[src/rtl/usb_tx_lp_buffer.sv]
// Store-and-forward byte buffer: accepts packet bytes from the token stage and
// hands only complete, well-formed packets to transmit_control.
module usb_tx_lp_buffer #(
  parameter int DEPTH = 8,
  parameter int AW    = 3
) (
  input  logic          clk,
  input  logic          rst,
  input  logic [7:0]    in_data,
  input  logic          in_sop,
  input  logic          in_eop,
  input  logic          in_enable,
  input  logic          fifo_rst,
  output logic [7:0]    tx_lp_data,
  output logic          tx_lp_sop,
  output logic          tx_lp_eop,
  output logic          tx_lp_valid,
  input  logic          tx_lp_ready,
  output logic          full,
  output logic          empty,
  output logic [AW:0]   pkt_cnt,
  output logic          overflow,
  output logic          frame_err
);

  typedef enum logic [1:0] {
    WR_IDLE,
    WR_PKT,
    WR_DROP
  } wr_state_e;

  localparam logic [AW:0] FULL_CNT = DEPTH[AW:0];

  logic [9:0]  mem_q [DEPTH];

  logic [AW:0] wr_ptr_q, wr_ptr_d;
  logic [AW:0] commit_ptr_q, commit_ptr_d;
  logic [AW:0] rd_ptr_q, rd_ptr_d;
  logic [AW:0] pkt_cnt_q, pkt_cnt_d;
  logic        overflow_q, overflow_d;
  logic        frame_err_q, frame_err_d;
  wr_state_e   state_q, state_d;

  logic [AW:0] fill;
  logic [AW:0] wr_addr;
  logic [9:0]  head;
  logic        full_w;
  logic        empty_w;
  logic        pop;
  logic        accept;
  logic        wr_en;
  logic        commit;

  assign fill    = wr_ptr_q - rd_ptr_q;
  assign full_w  = (fill == FULL_CNT);
  assign empty_w = (rd_ptr_q == commit_ptr_q);
  assign pop     = ~empty_w & tx_lp_ready;
  assign head    = mem_q[rd_ptr_q[AW-1:0]];

  assign tx_lp_sop   = head[9];
  assign tx_lp_eop   = head[8];
  assign tx_lp_data  = head[7:0];
  assign tx_lp_valid = ~empty_w;
  assign full        = full_w;
  assign empty       = empty_w;
  assign pkt_cnt     = pkt_cnt_q;
  assign overflow    = overflow_q;
  assign frame_err   = frame_err_q;

  // A sop inside an open packet rewinds the write address to commit_ptr so
  // the new packet overwrites the abandoned partial one in the same cycle.
  always_comb begin
    wr_ptr_d     = wr_ptr_q;
    commit_ptr_d = commit_ptr_q;
    rd_ptr_d     = rd_ptr_q;
    pkt_cnt_d    = pkt_cnt_q;
    overflow_d   = overflow_q;
    frame_err_d  = frame_err_q;
    state_d      = state_q;
    wr_addr      = wr_ptr_q;
    accept       = 1'b0;
    wr_en        = 1'b0;
    commit       = 1'b0;

    if (pop) begin
      rd_ptr_d = rd_ptr_q + 1'b1;
    end

    if (in_enable) begin
      case (state_q)
        WR_IDLE: begin
          if (in_sop) begin
            accept = 1'b1;
          end else begin
            frame_err_d = 1'b1;
          end
        end
        WR_PKT: begin
          accept = 1'b1;
          if (in_sop) begin
            frame_err_d = 1'b1;
            wr_addr     = commit_ptr_q;
          end
        end
        WR_DROP: begin
          accept = in_sop;
        end
        default: begin
          accept = 1'b0;
        end
      endcase

      if (accept) begin
        if (full_w) begin
          overflow_d = 1'b1;
          wr_ptr_d   = commit_ptr_q;
          state_d    = WR_DROP;
        end else begin
          wr_en    = 1'b1;
          wr_ptr_d = wr_addr + 1'b1;
          if (in_eop) begin
            commit       = 1'b1;
            commit_ptr_d = wr_addr + 1'b1;
            state_d      = WR_IDLE;
          end else begin
            state_d = WR_PKT;
          end
        end
      end
    end

    if (commit && !(pop && head[8])) begin
      pkt_cnt_d = pkt_cnt_q + 1'b1;
    end else if (!commit && pop && head[8]) begin
      pkt_cnt_d = pkt_cnt_q - 1'b1;
    end

    if (fifo_rst) begin
      wr_ptr_d     = '0;
      commit_ptr_d = '0;
      rd_ptr_d     = '0;
      pkt_cnt_d    = '0;
      overflow_d   = 1'b0;
      frame_err_d  = 1'b0;
      state_d      = WR_IDLE;
      wr_en        = 1'b0;
    end
  end

  always_ff @(posedge clk or negedge rst) begin
    if (!rst) begin
      wr_ptr_q     <= '0;
      commit_ptr_q <= '0;
      rd_ptr_q     <= '0;
      pkt_cnt_q    <= '0;
      overflow_q   <= 1'b0;
      frame_err_q  <= 1'b0;
      state_q      <= WR_IDLE;
    end else begin
      wr_ptr_q     <= wr_ptr_d;
      commit_ptr_q <= commit_ptr_d;
      rd_ptr_q     <= rd_ptr_d;
      pkt_cnt_q    <= pkt_cnt_d;
      overflow_q   <= overflow_d;
      frame_err_q  <= frame_err_d;
      state_q      <= state_d;
    end
  end

  // Storage is intentionally left out of reset; only pointers define validity.
  always_ff @(posedge clk) begin
    if (wr_en) begin
      mem_q[wr_addr[AW-1:0]] <= {in_sop, in_eop, in_data};
    end
  end

endmodule

[config.mk]
export PLATFORM = sky130hd
export DESIGN_NAME = usb_tx_lp_buffer
export DESIGN_NICKNAME = d
export VERILOG_FILES = /design/src/rtl/usb_tx_lp_buffer.sv
export SDC_FILE = /design/constraint.sdc
export NUM_CORES = 1
export LEC_CHECK = 0
export ABC_AREA = 0
export CAP_MARGIN = 20
export CORE_MARGIN = 2
export CORE_UTILIZATION = 50
export CTS_BUF_LIST = sky130_fd_sc_hd__clkbuf_16
export DETAILED_ROUTE_END_ITERATION = 16
export GPL_TIMING_DRIVEN = 0
export PLACE_DENSITY = 0.73
export SYNTH_ARGS = -nofsm -noshare
export SYNTH_HDL_FRONTEND = slang
export SYNTH_SLANG_ARGS = --single-unit
[constraint.sdc]
create_clock -name clk -period 3.55 [get_ports clk]
set_clock_uncertainty 0.05 [all_clocks]
set_input_delay 0.5325 -clock clk [delete_from_list [all_inputs] [get_ports clk]]
set_output_delay 0.5325 -clock clk [all_outputs]
set_load 0.1 [all_outputs]
==> flow_summary.json <==
{
  "crit_start": "rd_ptr_q[0]",
  "clock_path_buffers": 2,
  "fin_area_um2": 5380,
  "core_um2": 8680,
  "synth_commonest_cells": "edfxtp_1 (80), nand2_1 (36), dfrtp_1 (20), mux4_2 (20), nor2_1 (16)",
  "setup_viol": 0,
  "r2r_slack_ns": 0.20,
  "drive_gt1_share_pct": 19.9,
  "ys_ff_latch": 100,
  "timing.hold.ws_ns": 0.451,
  "worst-path-buf-inv": 2,
  "met2_length_mm": 4.42,
  "ir_drop_v": 0.000313,
  "synthMuxAreaShare_pct": 14.0,
  "worst_r2r_endpoint": "pkt_cnt[3]",
  "grt_max_degree": 21,
  "synth_top_area_share_pct": 53.7,
  "initial_core_util_pct": 51.5,
  "pre_cts_slack_ns": -0.747,
  "synth_edf_count": 80,
  "place_area_um2": 4980,
  "outcome": "finished clean",
  "dp_hpwl_mm": 5.80,
  "wl_per_cell_um": 19.7,
  "synth_nets": 317,
  "slew_headroom_pct": 35.6,
  "antenna_found_initial": 0,
  "cts_made_buffers": 9,
  "wl_mm": 8.97,
  "critPathMaxFanout": 5,
  "synth_compound_area_share_pct": 4.95,
  "n_antenna_cell": 0,
  "portBuffers": 33,
  "powerDensity_nw_per_um2": 566,
  "yosys.area.top_type": "edfxtp_1",
  "die-height_um": 98.6,
  "yosysWarnings": 0,
  "ioPinCount": 34,
  "fin_util_pct": 61.9,
  "critPathTopFamily": "buffers and inverters",
  "synth_top_family_by_area": "multiplexers",
  "ctsHtreeMaxLevel": 3,
  "holdBufCountCts": 0,
  "wl_met1_mm": 4.13,
  "crit_end": "tx_lp_valid",
  "die_w_um": 98.6,
  "dieArea_um2": 9720,
  "clkLatencyLatePin_ns": 0.33,
  "synth-main-ff-cell": "edfxtp_1",
  "fillers": 640,
  "critical-path-max-stage-delay_ns": 1.01,
  "syn_inst": 294,
  "numClockSinks": 100,
  "worstPathArrival_ns": 2.79,
  "ant_nets": 0,
  "dr_wl_met3_um": 307,
  "clkTransAtPathRegs_ns": 0.07,
  "path_depth": 4,
  "detail_route.drc_violations": 0,
  "synth_fa_ha_area_share_pct": 2.41,
  "grt_usage_pct": 19.7,
  "synthSimpleGateAreaFrac_pct": 9.01,
  "slew_violations": 0,
  "grt_first_pass_wirelength_mm": 14.5,
  "finalCritPeriodShare_pct": 95.0,
  "max_freq_ghz": 0.297,
  "grt_overflow": 0,
  "via_count": 2596,
  "firstDrtPassIters": 4,
  "cp_slowest_cell": "clkdlybuf4s50_1",
  "reg2reg_from": "rd_ptr_q[2]",
  "cellLeakagePower_nw": 2.02,
  "synthToLayoutAreaGrowth_pct": 20.2,
  "hold_violations": 0,
  "setup_ws_ns": 0.179,
  "path_cells": "clkbuf_1 -> xor2_1 -> or4_1 -> clkdlybuf4s50_1",
  "drt-initial-drc-count": 143,
  "ys_seq_area_share_pct": 64.9,
  "routed.top_layer": "met4",
  "cp-start-kind": "register",
  "layout.cells.non_filler": 455,
  "grt_pass1_vias": 2754,
  "globalplace.congestion": 0.861,
  "async_reset_ff_share_pct": 20.0,
  "vias_per_cell": 5.71,
  "ys_types": 45,
  "num_rows": 34,
  "rsz0062_at_grt": "false",
  "cts.root.buffer_cell": "clkbuf_16",
  "crit_type": "register to primary output",
  "cp-end-kind": "primary output",
  "syn_area_per_cell_um2": 15.2,
  "synthTopCellsByArea": "edfxtp_1 (54%), dfrtp_1 (11%), mux4_2 (10%), mux2i_1 (3.1%), nand2_1 (3.0%)",
  "min_period_ns": 3.37,
  "cts_tree": "done",
  "synth_area_um2": 4470,
  "min_path_type": "register to register",
  "place_inst": 436,
  "cp.required_ns": 2.97,
  "r2r_cells": 13,
  "nNetsFinal": 365,
  "tightest_slew_ns": 0.963,
  "synth_most_common_cell": "edfxtp_1",
  "maxCapViolations": 0,
  "synthXorXnorAreaFrac_pct": 2.35
}
[report_power, final]
part | total (W) | internal (W) | switching [W]
registers | 0.00132 | 0.00130 | 0.0000246
logic | 0.000795 | 0.000247 | 0.000548
clock network | 0.000926 | 0.000487 | 0.000439
[registers in the layout (all words and copies together) (netlist names)]
| register | cells |
|---|---|
| commit_ptr_q | 4 |
| overflow | 1 |
| wr_ptr_q | 4 |
| state_q | 2 |
| pkt_cnt | 4 |
| rd_ptr_q | 4 |
| frame_err | 1 |
| mem_q | 80 |
[cells in the final DEF, fill, tap and decap left out, drive strengths merged, types with 11 or more instances in the layout]
cell type	Yosys	final
a21oi	11	11
edfxtp	80	80
mux4	20	20
nand2	36	36
clkbuf	11	19
clkdlybuf4s50	0	21
buf	4	11
inv	11	15
mux2i	14	14
nor2	16	16
dfrtp	20	20
[worst min-delay path by stage]
| stage | from | to | slack [ns] | cells past startpoint |
|---|---|---|---|---|
| after floorplan | rst | commit_ptr_q[0] | 0.19 | 0 |
| after global placement | overflow | overflow | 0.43 | 2 |
| after detailed placement | overflow | overflow | 0.45 | 2 |
| after CTS | overflow | overflow | 0.46 | 2 |
| after global routing | overflow | overflow | 0.49 | 2 |
| final | overflow | overflow | 0.45 | 2 |
[worst min-delay path: stages, from the launching register on]
cell     delay (ns)
dfrtp_1        0.35
a21oi_1        0.04
nor2_1         0.07
[layer usage]
metal	global-route usage [%]	up-vias
met2	32.1	46
met3	3.12	12
met4	6.74	0
li1	-	1207
met5	0	-
met1	27.5	1331
[area by class of cell]
class / instances / area (um2) / area share, %
Sequential cell: 100 / 2900 / 54.0
Multi-Input combinational cell: 168 / 1550 / 28.8
Timing Repair Buffer: 38 / 389 / 7.24
Clock buffer: 9 / 225 / 4.19
Tap cell: 108 / 135 / 2.51
Buffer: 14 / 77.6 / 1.44
Clock inverter: 7 / 56.3 / 1.05
Inverter: 11 / 41.3 / 0.768
[cells by family after synthesis]
| kind of cell | Yosys count |
|---|---|
| flip-flops | 100 |
| AND/OR/NAND/NOR | 80 |
| multiplexers | 37 |
| AO/OA/AOI/OAI | 31 |
| buffers and inverters | 26 |
| XOR/XNOR | 12 |
| adder cells (fa/ha/maj) | 8 |
[what timing repair did]
action	in CTS	in global routing
pin swaps	3	1
resized for setup	29	10
endpoints found under the setup margin	93	48
buffers inserted	2	2
[per-stage QoR]
stage	TNS (ns)	total power [W]
2_1_floorplan	0	0.00196
3_3_place_gp	-36.41	0.00213
3_5_place_dp	-37.65	0.00215
4_1_cts	0	0.00306
5_1_grt	0	0.00316
6_report	0	0.00304
(Power assumes the default switching activity.)
